`config.mk`:
```
export PLATFORM = sky130hd
export DESIGN_NAME = video_in_ctrl_slave_flat
export DESIGN_NICKNAME = d
export VERILOG_FILES = /design/src/rtl/video_in_ctrl_pkg.sv /design/src/rtl/video_in_ctrl_slave_if.sv /design/src/rtl/sat_counter.sv /design/src/rtl/video_in_ctrl_slave.sv /design/src/flat_wrapper.sv
export SDC_FILE = /design/constraint.sdc
export NUM_CORES = 1
export LEC_CHECK = 0
export ABC_AREA = 1
export CAP_MARGIN = 20
export CORE_AREA = 5 5 132 134
export DETAILED_ROUTE_END_ITERATION = 8
export DIE_AREA = 0 0 137 139
export GPL_TIMING_DRIVEN = 0
export PLACE_DENSITY_LB_ADDON = 0.1
export REMOVE_ABC_BUFFERS = 1
export SYNTH_ARGS = -nofsm -noshare
export SYNTH_HDL_FRONTEND = slang
export SYNTH_SLANG_ARGS = --single-unit
```
`constraint.sdc`:
```
create_clock -name clk_clk -period 2.18 [get_ports clk_clk]
set_input_delay 0.436 -clock clk_clk [delete_from_list [all_inputs] [get_ports clk_clk]]
set_output_delay 0.436 -clock clk_clk [all_outputs]
set_load 0.03 [all_outputs]
```
`src/rtl/video_in_ctrl_pkg.sv`:
```
// Shared constants for the video-in control slave: register map, bit fields, FSM encoding.
package video_in_ctrl_pkg;

  // Word addresses of the register file
  localparam int unsigned RegCommand = 0;
  localparam int unsigned RegStatus  = 1;
  localparam int unsigned RegCtrl    = 2;
  localparam int unsigned RegResult  = 3;
  localparam int unsigned RegCycles  = 4;
  localparam int unsigned RegArgBase = 8;

  // COMMAND bits
  localparam int unsigned CmdStart = 0;
  localparam int unsigned CmdClear = 1;

  // STATUS bits
  localparam int unsigned StatusBusy    = 0;
  localparam int unsigned StatusDone    = 1;
  localparam int unsigned StatusOverrun = 2;

  // CTRL bits
  localparam int unsigned CtrlIrqEn = 0;

  typedef enum logic [1:0] {
    StIdle = 2'd0,
    StRun  = 2'd1,
    StDone = 2'd2
  } state_e;

endpackage

```
`src/rtl/video_in_ctrl_slave_if.sv`:
```
// Avalon-MM slave bus bundle between a host master and the video-in control slave.
interface video_in_ctrl_slave_if #(
  parameter int unsigned ADDR_W = 16,
  parameter int unsigned DATA_W = 32
);
  logic [ADDR_W-1:0] address;
  logic              chipselect;
  logic              write;
  logic              read;
  logic [DATA_W-1:0] writedata;
  logic [DATA_W-1:0] readdata;

  modport master (
    output address, chipselect, write, read, writedata,
    input  readdata
  );

  modport slave (
    input  address, chipselect, write, read, writedata,
    output readdata
  );
endinterface

```
`src/rtl/sat_counter.sv`:
```
// Up-counter that sticks at all-ones; synchronous clear has priority over enable.
module sat_counter #(
  parameter int unsigned Width = 32
) (
  input  logic             clk,
  input  logic             rst_n,
  input  logic             clr,
  input  logic             en,
  output logic [Width-1:0] count
);

  logic [Width-1:0] count_q, count_d;

  // Next count: clear, else increment unless already saturated
  always_comb begin
    count_d = count_q;
    if (clr) begin
      count_d = '0;
    end else if (en && (count_q != '1)) begin
      count_d = count_q + Width'(1);
    end
  end

  // Count register
  always_ff @(posedge clk or negedge rst_n) begin
    if (!rst_n) begin
      count_q <= '0;
    end else begin
      count_q <= count_d;
    end
  end

  assign count = count_q;

endmodule

```
`src/rtl/video_in_ctrl_slave.sv`:
```
// Register file and IDLE/RUN/DONE sequencer fronting the video-in accelerator.
module video_in_ctrl_slave
  import video_in_ctrl_pkg::*;
#(
  parameter int unsigned ADDR_W   = 16,
  parameter int unsigned DATA_W   = 32,
  parameter int unsigned NUM_ARGS = 2
) (
  input  logic                       clk_clk,
  input  logic                       reset_reset_n,
  video_in_ctrl_slave_if.slave       avs,
  output logic                       accel_start,
  output logic [NUM_ARGS*DATA_W-1:0] accel_args,
  input  logic                       accel_done,
  input  logic [DATA_W-1:0]          accel_result,
  output logic                       irq
);

  state_e            state_q, state_d;
  logic              start_q, start_d;
  logic              overrun_q, overrun_d;
  logic              irq_en_q;
  logic [DATA_W-1:0] result_q, result_d;
  logic [DATA_W-1:0] cycles;
  logic              cyc_clr, cyc_en;
  logic [DATA_W-1:0] args_q [NUM_ARGS];
  logic [NUM_ARGS-1:0] arg_we;
  logic [DATA_W-1:0] rdata;
  logic [DATA_W-1:0] readdata_q;

  logic wr, rd;
  logic sel_cmd, sel_status, sel_ctrl, sel_result, sel_cycles;
  logic start_req, clear_req;

  assign wr = avs.chipselect & avs.write;
  assign rd = avs.chipselect & avs.read;

  assign sel_cmd    = (avs.address == ADDR_W'(RegCommand));
  assign sel_status = (avs.address == ADDR_W'(RegStatus));
  assign sel_ctrl   = (avs.address == ADDR_W'(RegCtrl));
  assign sel_result = (avs.address == ADDR_W'(RegResult));
  assign sel_cycles = (avs.address == ADDR_W'(RegCycles));

  // Held write strobes count once per cycle, so each cycle is a separate command
  assign start_req = wr & sel_cmd & avs.writedata[CmdStart];
  assign clear_req = wr & sel_cmd & avs.writedata[CmdClear];

  // Per-argument write enables
  always_comb begin
    arg_we = '0;
    for (int i = 0; i < NUM_ARGS; i++) begin
      arg_we[i] = wr && (avs.address == ADDR_W'(RegArgBase + i));
    end
  end

  // Sequencer next-state, start pulse, overrun and result capture
  always_comb begin
    state_d   = state_q;
    start_d   = 1'b0;
    overrun_d = overrun_q;
    result_d  = result_q;
    cyc_clr   = 1'b0;
    unique case (state_q)
      StIdle: begin
        if (start_req) begin
          state_d   = StRun;
          start_d   = 1'b1;
          cyc_clr   = 1'b1;
          overrun_d = 1'b0;
        end
      end
      StRun: begin
        // No abort: CLEAR is ignored, a second START only flags overrun
        if (start_req) begin
          overrun_d = 1'b1;
        end
        if (accel_done) begin
          state_d  = StDone;
          result_d = accel_result;
        end
      end
      StDone: begin
        if (start_req) begin
          state_d   = StRun;
          start_d   = 1'b1;
          cyc_clr   = 1'b1;
          overrun_d = 1'b0;
        end else if (clear_req) begin
          state_d   = StIdle;
          overrun_d = 1'b0;
        end
      end
      default: begin
        state_d = StIdle;
      end
    endcase
  end

  // Counts every cycle spent in RUN, including the one where done is seen
  assign cyc_en = (state_q == StRun);

  // Sequencer and captured-value registers
  always_ff @(posedge clk_clk or negedge reset_reset_n) begin
    if (!reset_reset_n) begin
      state_q   <= StIdle;
      start_q   <= 1'b0;
      overrun_q <= 1'b0;
      result_q  <= '0;
    end else begin
      state_q   <= state_d;
      start_q   <= start_d;
      overrun_q <= overrun_d;
      result_q  <= result_d;
    end
  end

  // Host-writable CTRL and ARG registers
  always_ff @(posedge clk_clk or negedge reset_reset_n) begin
    if (!reset_reset_n) begin
      irq_en_q <= 1'b0;
      for (int i = 0; i < NUM_ARGS; i++) begin
        args_q[i] <= '0;
      end
    end else begin
      if (wr && sel_ctrl) begin
        irq_en_q <= avs.writedata[CtrlIrqEn];
      end
      for (int i = 0; i < NUM_ARGS; i++) begin
        if (arg_we[i]) begin
          args_q[i] <= avs.writedata;
        end
      end
    end
  end

  sat_counter #(
    .Width (DATA_W)
  ) u_cycles (
    .clk   (clk_clk),
    .rst_n (reset_reset_n),
    .clr   (cyc_clr),
    .en    (cyc_en),
    .count (cycles)
  );

  // Read mux over pre-write register values
  always_comb begin
    rdata = '0;
    if (sel_status) begin
      rdata[StatusBusy]    = (state_q == StRun);
      rdata[StatusDone]    = (state_q == StDone);
      rdata[StatusOverrun] = overrun_q;
    end else if (sel_ctrl) begin
      rdata[CtrlIrqEn] = irq_en_q;
    end else if (sel_result) begin
      rdata = result_q;
    end else if (sel_cycles) begin
      rdata = cycles;
    end
    for (int i = 0; i < NUM_ARGS; i++) begin
      if (avs.address == ADDR_W'(RegArgBase + i)) begin
        rdata = args_q[i];
      end
    end
  end

  // Registered read data, zero in cycles without a read
  always_ff @(posedge clk_clk or negedge reset_reset_n) begin
    if (!reset_reset_n) begin
      readdata_q <= '0;
    end else begin
      readdata_q <= rd ? rdata : '0;
    end
  end

  // Pack argument registers, ARG0 in the LSBs
  always_comb begin
    accel_args = '0;
    for (int i = 0; i < NUM_ARGS; i++) begin
      accel_args[i*DATA_W +: DATA_W] = args_q[i];
    end
  end

  assign avs.readdata = readdata_q;
  assign accel_start  = start_q;
  assign irq          = (state_q == StDone) & irq_en_q;

endmodule

```
`src/flat_wrapper.sv`:
```
// flat-port wrapper written by rule: the top's interface ports become plain ports
module video_in_ctrl_slave_flat import video_in_ctrl_pkg::*;
#(
  parameter int unsigned ADDR_W   = 16,
  parameter int unsigned DATA_W   = 32,
  parameter int unsigned NUM_ARGS = 2
)
  (clk_clk, reset_reset_n, accel_start, accel_args, accel_done, accel_result, irq, avs_address, avs_chipselect, avs_write, avs_read, avs_writedata, avs_readdata);
  video_in_ctrl_slave_if #(.ADDR_W(ADDR_W), .DATA_W(DATA_W)) avs_i ();
  input  logic clk_clk;
  input  logic reset_reset_n;
  output logic accel_start;
  output logic [NUM_ARGS*DATA_W-1:0] accel_args;
  input  logic accel_done;
  input  logic [DATA_W-1:0] accel_result;
  output logic irq;
  input wire logic [$bits(avs_i.address)-1:0] avs_address;
  input wire logic [$bits(avs_i.chipselect)-1:0] avs_chipselect;
  input wire logic [$bits(avs_i.write)-1:0] avs_write;
  input wire logic [$bits(avs_i.read)-1:0] avs_read;
  input wire logic [$bits(avs_i.writedata)-1:0] avs_writedata;
  output wire logic [$bits(avs_i.readdata)-1:0] avs_readdata;
  assign avs_i.address = avs_address;
  assign avs_i.chipselect = avs_chipselect;
  assign avs_i.write = avs_write;
  assign avs_i.read = avs_read;
  assign avs_i.writedata = avs_writedata;
  assign avs_readdata = avs_i.readdata;
  video_in_ctrl_slave #(.ADDR_W(ADDR_W), .DATA_W(DATA_W), .NUM_ARGS(NUM_ARGS)) u_core (.clk_clk(clk_clk), .reset_reset_n(reset_reset_n), .avs(avs_i), .accel_start(accel_start), .accel_args(accel_args), .accel_done(accel_done), .accel_result(accel_result), .irq(irq));
endmodule
```
Yosys cells after proc, flatten, opt, wreduce, memory -nomap -nowiden

Cells that the tools add are included.

Register bits: 165
Latch bits: 0
RAM bits: 0
ROM bits: 0
Bits of input ports: 86
Output and inout port bits: 98
Word-level logic and storage cells: 64
Memories: 0

$add $sub $neg: 1
Multipliers: 0
Div/mod/pow operators: 0
Order comparisons: 0
Equal/unequal tests: 13
Shift operators: 0
Mux-type cells: 23
Bitwise operators: 6
Reduce and logical (&&, ||, !) cells: 12

Operators by type and width:

| cell                  | number |
|---|---|
| $mux 32               | 7 |
| $add 32x1->32 const B | 1 |
| $eq 16x2->1 const B   | 2 |
| $eq 16x4->1 const B   | 2 |
| $ne 32x32->1 const B  | 1 |
| $mux 31               | 1 |
| $mux 29               | 1 |
| $eq 16x1->1 const B   | 1 |
| $eq 16x3->1 const B   | 1 |
| $logic_not 16->1      | 1 |
| $mux 2                | 4 |
| $mux 1                | 7 |
| $and 1x1->1           | 6 |
| $pmux 2 s3            | 1 |
| $logic_and 1x1->1     | 4 |
| $ne 2x1->1 const B    | 2 |
| $reduce_and 4->1      | 1 |
| $mux 3                | 1 |
| $ne 3x1->1 const B    | 1 |
| $pmux 1 s3            | 1 |
| $reduce_and 3->1      | 1 |
| $reduce_bool 3->1     | 1 |
| $eq 2x1->1 const B    | 1 |
| $eq 2x2->1 const B    | 1 |
| 5 further kinds       | 5 |

Logic depth before layout (Yosys ltp)

Word-level depth: 8
Mapped depth: 12
Mapped depth without buffers: 10

By module

From an unflattened synthesis, not the netlist that was laid out.

Cell total of the unflattened synthesis: 1008
Area total of the unflattened synthesis: 8286.7 µm²

By module, submodules not included:

| module              | instances | cells each | area an instance (µm²) | seq. area each (µm²) |
|---|---|---|---|---|
| video_in_ctrl_slave | 1         | 663        | 6043.3                 | 3328.2 |
| sat_counter         | 1         | 345        | 2243.4                 | 800.8 |

Worst setup path after synthesis

OpenSTA, ideal clock, no wires.

Kind: register to register
Start point: register u_core.u_cycles.count_q[0] (netlist: u_core.u_cycles.count[0])
End point: register u_core.u_cycles.count_q[3] (netlist: u_core.u_cycles.count[3])
Data arrival time: 1.707 ns
Data required time: 2.057 ns
Setup slack: 0.350 ns
Cell stages (with the launch flop): 13
Clock period less this slack: 1.830 ns
Cells stage by stage: dfrtp_1 -> ha_1 -> nand3_4 -> nor2_4 -> nand3_4 -> nor2_4 -> nand2_2 -> nand2_4 -> buf_8 -> inv_4 -> buf_6 -> nand3_1 -> o21ai_1

Longest elaborated chain between the ends: 3
Elaborated cells on any way between the ends: 6
Classes of those cells: 1 x add/sub; 1 x eq/ne; 2 x mux; 2 x reduce/logical

RTL lines:

| what                                          | RTL line                             | text |
|---|---|---|
| from (decl)                                   | sat_counter.sv:12                    | `logic [Width-1:0] count_q, count_d;` |
| from (signal assigned)                        | sat_counter.sv:29                    | `count_q <= count_d;` |
| $add 32x1->32 or $ne 32x32->1 (tied branches) | sat_counter.sv:20, sat_counter.sv:19 |  |
| $mux 32 or $logic_and 1x1->1 (tied branches)  | sat_counter.sv:19                    | `end else if (en && (count_q != '1)) begin` |
| $mux 32 or $reduce_bool 2->1 (tied branches)  | --                                   |  |

Several ways; a longest one is shown, not always the timed one. The select of a mux whose other input is x is not followed.
A chain may end at the register's enable or synchronous reset.

Worst setup path after layout

Start point: input port avs_address[2]
End point: register u_core.u_cycles.count_q[29] (netlist: u_core.u_cycles.count[29])

Longest elaborated chain between the ends: 6
Elaborated cells on any way between the ends: 7
Classes of those cells: 3 x mux; 2 x bitwise; 2 x reduce/logical

RTL lines:

| what                                         | RTL line                                             | text |
|---|---|---|
| from (decl)                                  | flat_wrapper.sv:17                                   | `input wire logic [$bits(avs_i.address)-1:0] avs_address;` |
| $logic_not 16->1 (*)                         | video_in_ctrl_slave.sv:38                            | `assign sel_cmd = (avs.address == ADDR_W'(RegCommand));` |
| $and 1x1->1 (*) (2 in a row)                 | video_in_ctrl_slave.sv:45                            | `assign start_req = wr & sel_cmd & avs.writedata[CmdStart];` |
| $mux 1 (*)                                   | video_in_ctrl_slave.sv:65, video_in_ctrl_slave.sv:83 |  |
| $mux 1 (*)                                   | --                                                   |  |
| $mux 32 or $reduce_bool 2->1 (tied branches) | --                                                   |  |

Every way passes the cells marked *; elsewhere a longest branch is shown, timed or not.

==> flow_summary.json <==
{
  "gp_congestion": 0.925,
  "drive_gt1_share_pct": 12.1,
  "start_util_pct": 49.3,
  "multi_input_area_um2": 3530,
  "cts.htree.levels": 4,
  "grt_pass1_wl_mm": 37.1,
  "drv_cap": 0,
  "grt_pass1_vias": 7068,
  "dieArea_um2": 19000,
  "worstHoldStart": "u_core.overrun_q",
  "hp-class": "flip-flop to flip-flop",
  "synth.ff_latch_count": 165,
  "crit_fanout": 12,
  "final_nets": 1212,
  "ir_drop_mv": 0.514,
  "tightest_slew_ps": 1010,
  "crit_required_ps": 2490,
  "drt_wl_total_mm": 23.9,
  "synth_top_area_share_pct": 51.7,
  "cts-root-buf": "clkbuf_16",
  "slew_viol_final": 0,
  "fin_crit_sh_pct": 98.0,
  "cp_data_arrival_time_ps": 2450,
  "pwr-share-clk_pct": 46.0,
  "post-route-min-period_ps": 2140,
  "hold_slack_ps": 476,
  "num_rows": 47,
  "hpwl_mm": 14.5,
  "comb_power_share_pct": 6.2,
  "yosys-top-cells-area": "dfrtp_1 52%, nand2_1 8.5%, a21oi_1 6.0%, o21ai_0 6.0%, mux2_2 4.4%",
  "syn_avg_cell_area_um2": 8.55,
  "p_sw_share_pct": 23.3,
  "routedWlPerCell_um": 17.6,
  "coreArea_um2": 16200,
  "antenna_found_initial": 0,
  "viasPerCell": 5.42,
  "finalSetupViolations": 0,
  "numPortBuffers": 183,
  "cp-start-kind": "input pin",
  "syn_area_um2": 7980,
  "final_util_pct": 68.0,
  "status": "finished clean",
  "cts_sinks": 165,
  "drt_first_pass_iters": 7,
  "cts_buffer_depth": 2,
  "initialDrtViolationCount": 619,
  "dpl_worst_slack_ps": -2240,
  "reg2reg_from": "u_core.u_cycles.count[0]",
  "hold_viol": 0,
  "end_kind": "flip-flop",
  "yosys.area.top_type": "dfrtp_1",
  "ys_warn_count": 0,
  "clk_latency_ps": 430,
  "finClkSkew_ps": 5.16,
  "timing.final.ws_setup_ps": 43.7,
  "p_switching_uw": 1540,
  "cts_tree": "yes",
  "fin_tns_setup_ps": 0,
  "die_h_um": 139,
  "ys_seq_area_share_pct": 51.7,
  "clk_pin_slew_worst_paths_ps": 70,
  "power_uw": 6600,
  "p_per_area_nw_per_um2": 600,
  "cts_buffers": 17,
  "fmaxAchievable_mhz": 468,
  "vias": 7356,
  "crit_type": "input pin to flip-flop",
  "antenna_cells": 0,
  "grt.total_usage_pct": 24.7,
  "die_x_um": 137,
  "rsz0062_at_grt": "true",
  "grt_max_degree": 110,
  "slew_headroom_pct": 32.3,
  "syn_inst": 933,
  "register_area_um2": 4130,
  "p_leak_uw": 0.00473,
  "ios": 184,
  "ant_nets": 0,
  "seq_power_share_pct": 47.8,
  "crit_start": "avs_address[2]",
  "post-route-drc-count": 0,
  "grt.overflow.total": 0,
  "intPower_uw": 5060,
  "fillCellCount": 1326,
  "syn2layout_area_growth_pct": 37.8,
  "synth_cell_types": 29
}
-- critical path: stages --
cell and delay, ps:
clkdlybuf4s50_1 500, nor2_2 200, inv_1 110, nor2_1 130, nand3_1 140, nor2_4 290, nand3_2 370, nand3_2 190
o21ai_1 70
-- layout by cell type, fill, tap and decap left out, drive strengths merged, types with 3 or more instances in the layout --
master | synthesis | final
nand3 | 61 | 65
xor2 | 25 | 25
nand2 | 186 | 188
clkinv | 0 | 6
nand4 | 6 | 7
clkdlybuf4s50 | 0 | 181
nor3 | 36 | 36
buf | 23 | 30
inv | 81 | 84
nor2 | 82 | 83
o21ai | 113 | 113
bufinv | 0 | 3
a21oi | 96 | 96
mux2 | 31 | 31
clkbuf | 25 | 18
dfrtp | 165 | 165
-- synthesized netlist by cell type (all sizes together) --
| master | count |
|---|---|
| mux2 | 31 |
| xnor2 | 2 |
| o21ai | 113 |
| nand4 | 6 |
| clkbuf | 25 |
| inv | 81 |
| a21oi | 96 |
| ha | 1 |
| nor3 | 36 |
| dfrtp | 165 |
| xor2 | 25 |
| nor2 | 82 |
| buf | 23 |
| nand2 | 186 |
| nand3 | 61 |
-- cell families after synthesis --
family	count (synthesis)	synth area share [%]
simple gates	371	20.8
compound gates	209	13.1
flops	165	51.7
buf+inv	129	6.82
mux	31	4.37
xor+xnor	27	2.96
fa+ha+maj	1	0.157
-- registers in the layout, summed over array words and instances, names as in the netlist --
| signal | cells |
|---|---|
| u_core.state_q | 2 |
| u_core.accel_args | 64 |
| u_core.avs.readdata | 32 |
| u_core.irq_en_q | 1 |
| u_core.overrun_q | 1 |
| u_core.u_cycles.count | 32 |
| u_core.accel_start | 1 |
| u_core.result_q | 32 |
-- power groups by stage --
stage	Combinational (uW)	Clock (uW)	Sequential (uW)
detailed placement	390	0	3210
finish	408	3030	3150
global route	451	3200	3160
CTS	405	3070	3150
floorplan	129	0	3200
global placement	374	0	3210
-- layer usage --
metal / global-route usage (%) / share of wire, %
met1: 33.6 / 43
met2: 39.0 / 48
met3: 6.17 / 7.8
met4: 7.56 / 2.0
met5: 0 / 0
-- worst paths after layout --
path	slack, ps	to	cells after the start
worst min-delay path	480	u_core.overrun_q	2
min in group asynchronous	520	u_core.accel_args[3]	2
worst max register to register	50	u_core.u_cycles.count[7]	10
max in group asynchronous	780	u_core.avs.readdata[30]	3
worst max-delay path	40	u_core.u_cycles.count[29]	9
worst min register to register	480	u_core.overrun_q	2
-- cell type report --
type	instances	area share, %
repair buffers	213	19.5
flip-flops and latches	165	37.6
inverters	81	2.98
well taps	220	2.50
multi-input cells	647	32.1
clock buffers	18	3.99
clock inverters	14	1.38
-- metrics by stage --
stage	instances	area [um2]
5_1_grt	1358	11000
2_1_floorplan	885	7740
3_3_place_gp	1288	9850
3_5_place_dp	1293	9950
6_report	1358	11000
4_1_cts	1342	10800
-- what timing repair did --
action                                  CTS  global route
pin swaps                                 3             5
resized for setup                        21             9
setup buffers                            12            12
endpoints found under the hold margin    56             0
endpoints found under the setup margin  123            98
hold buffers                              1             0
cloned                                    4             4
No activity file was read; power rests on OpenSTA's default activity.
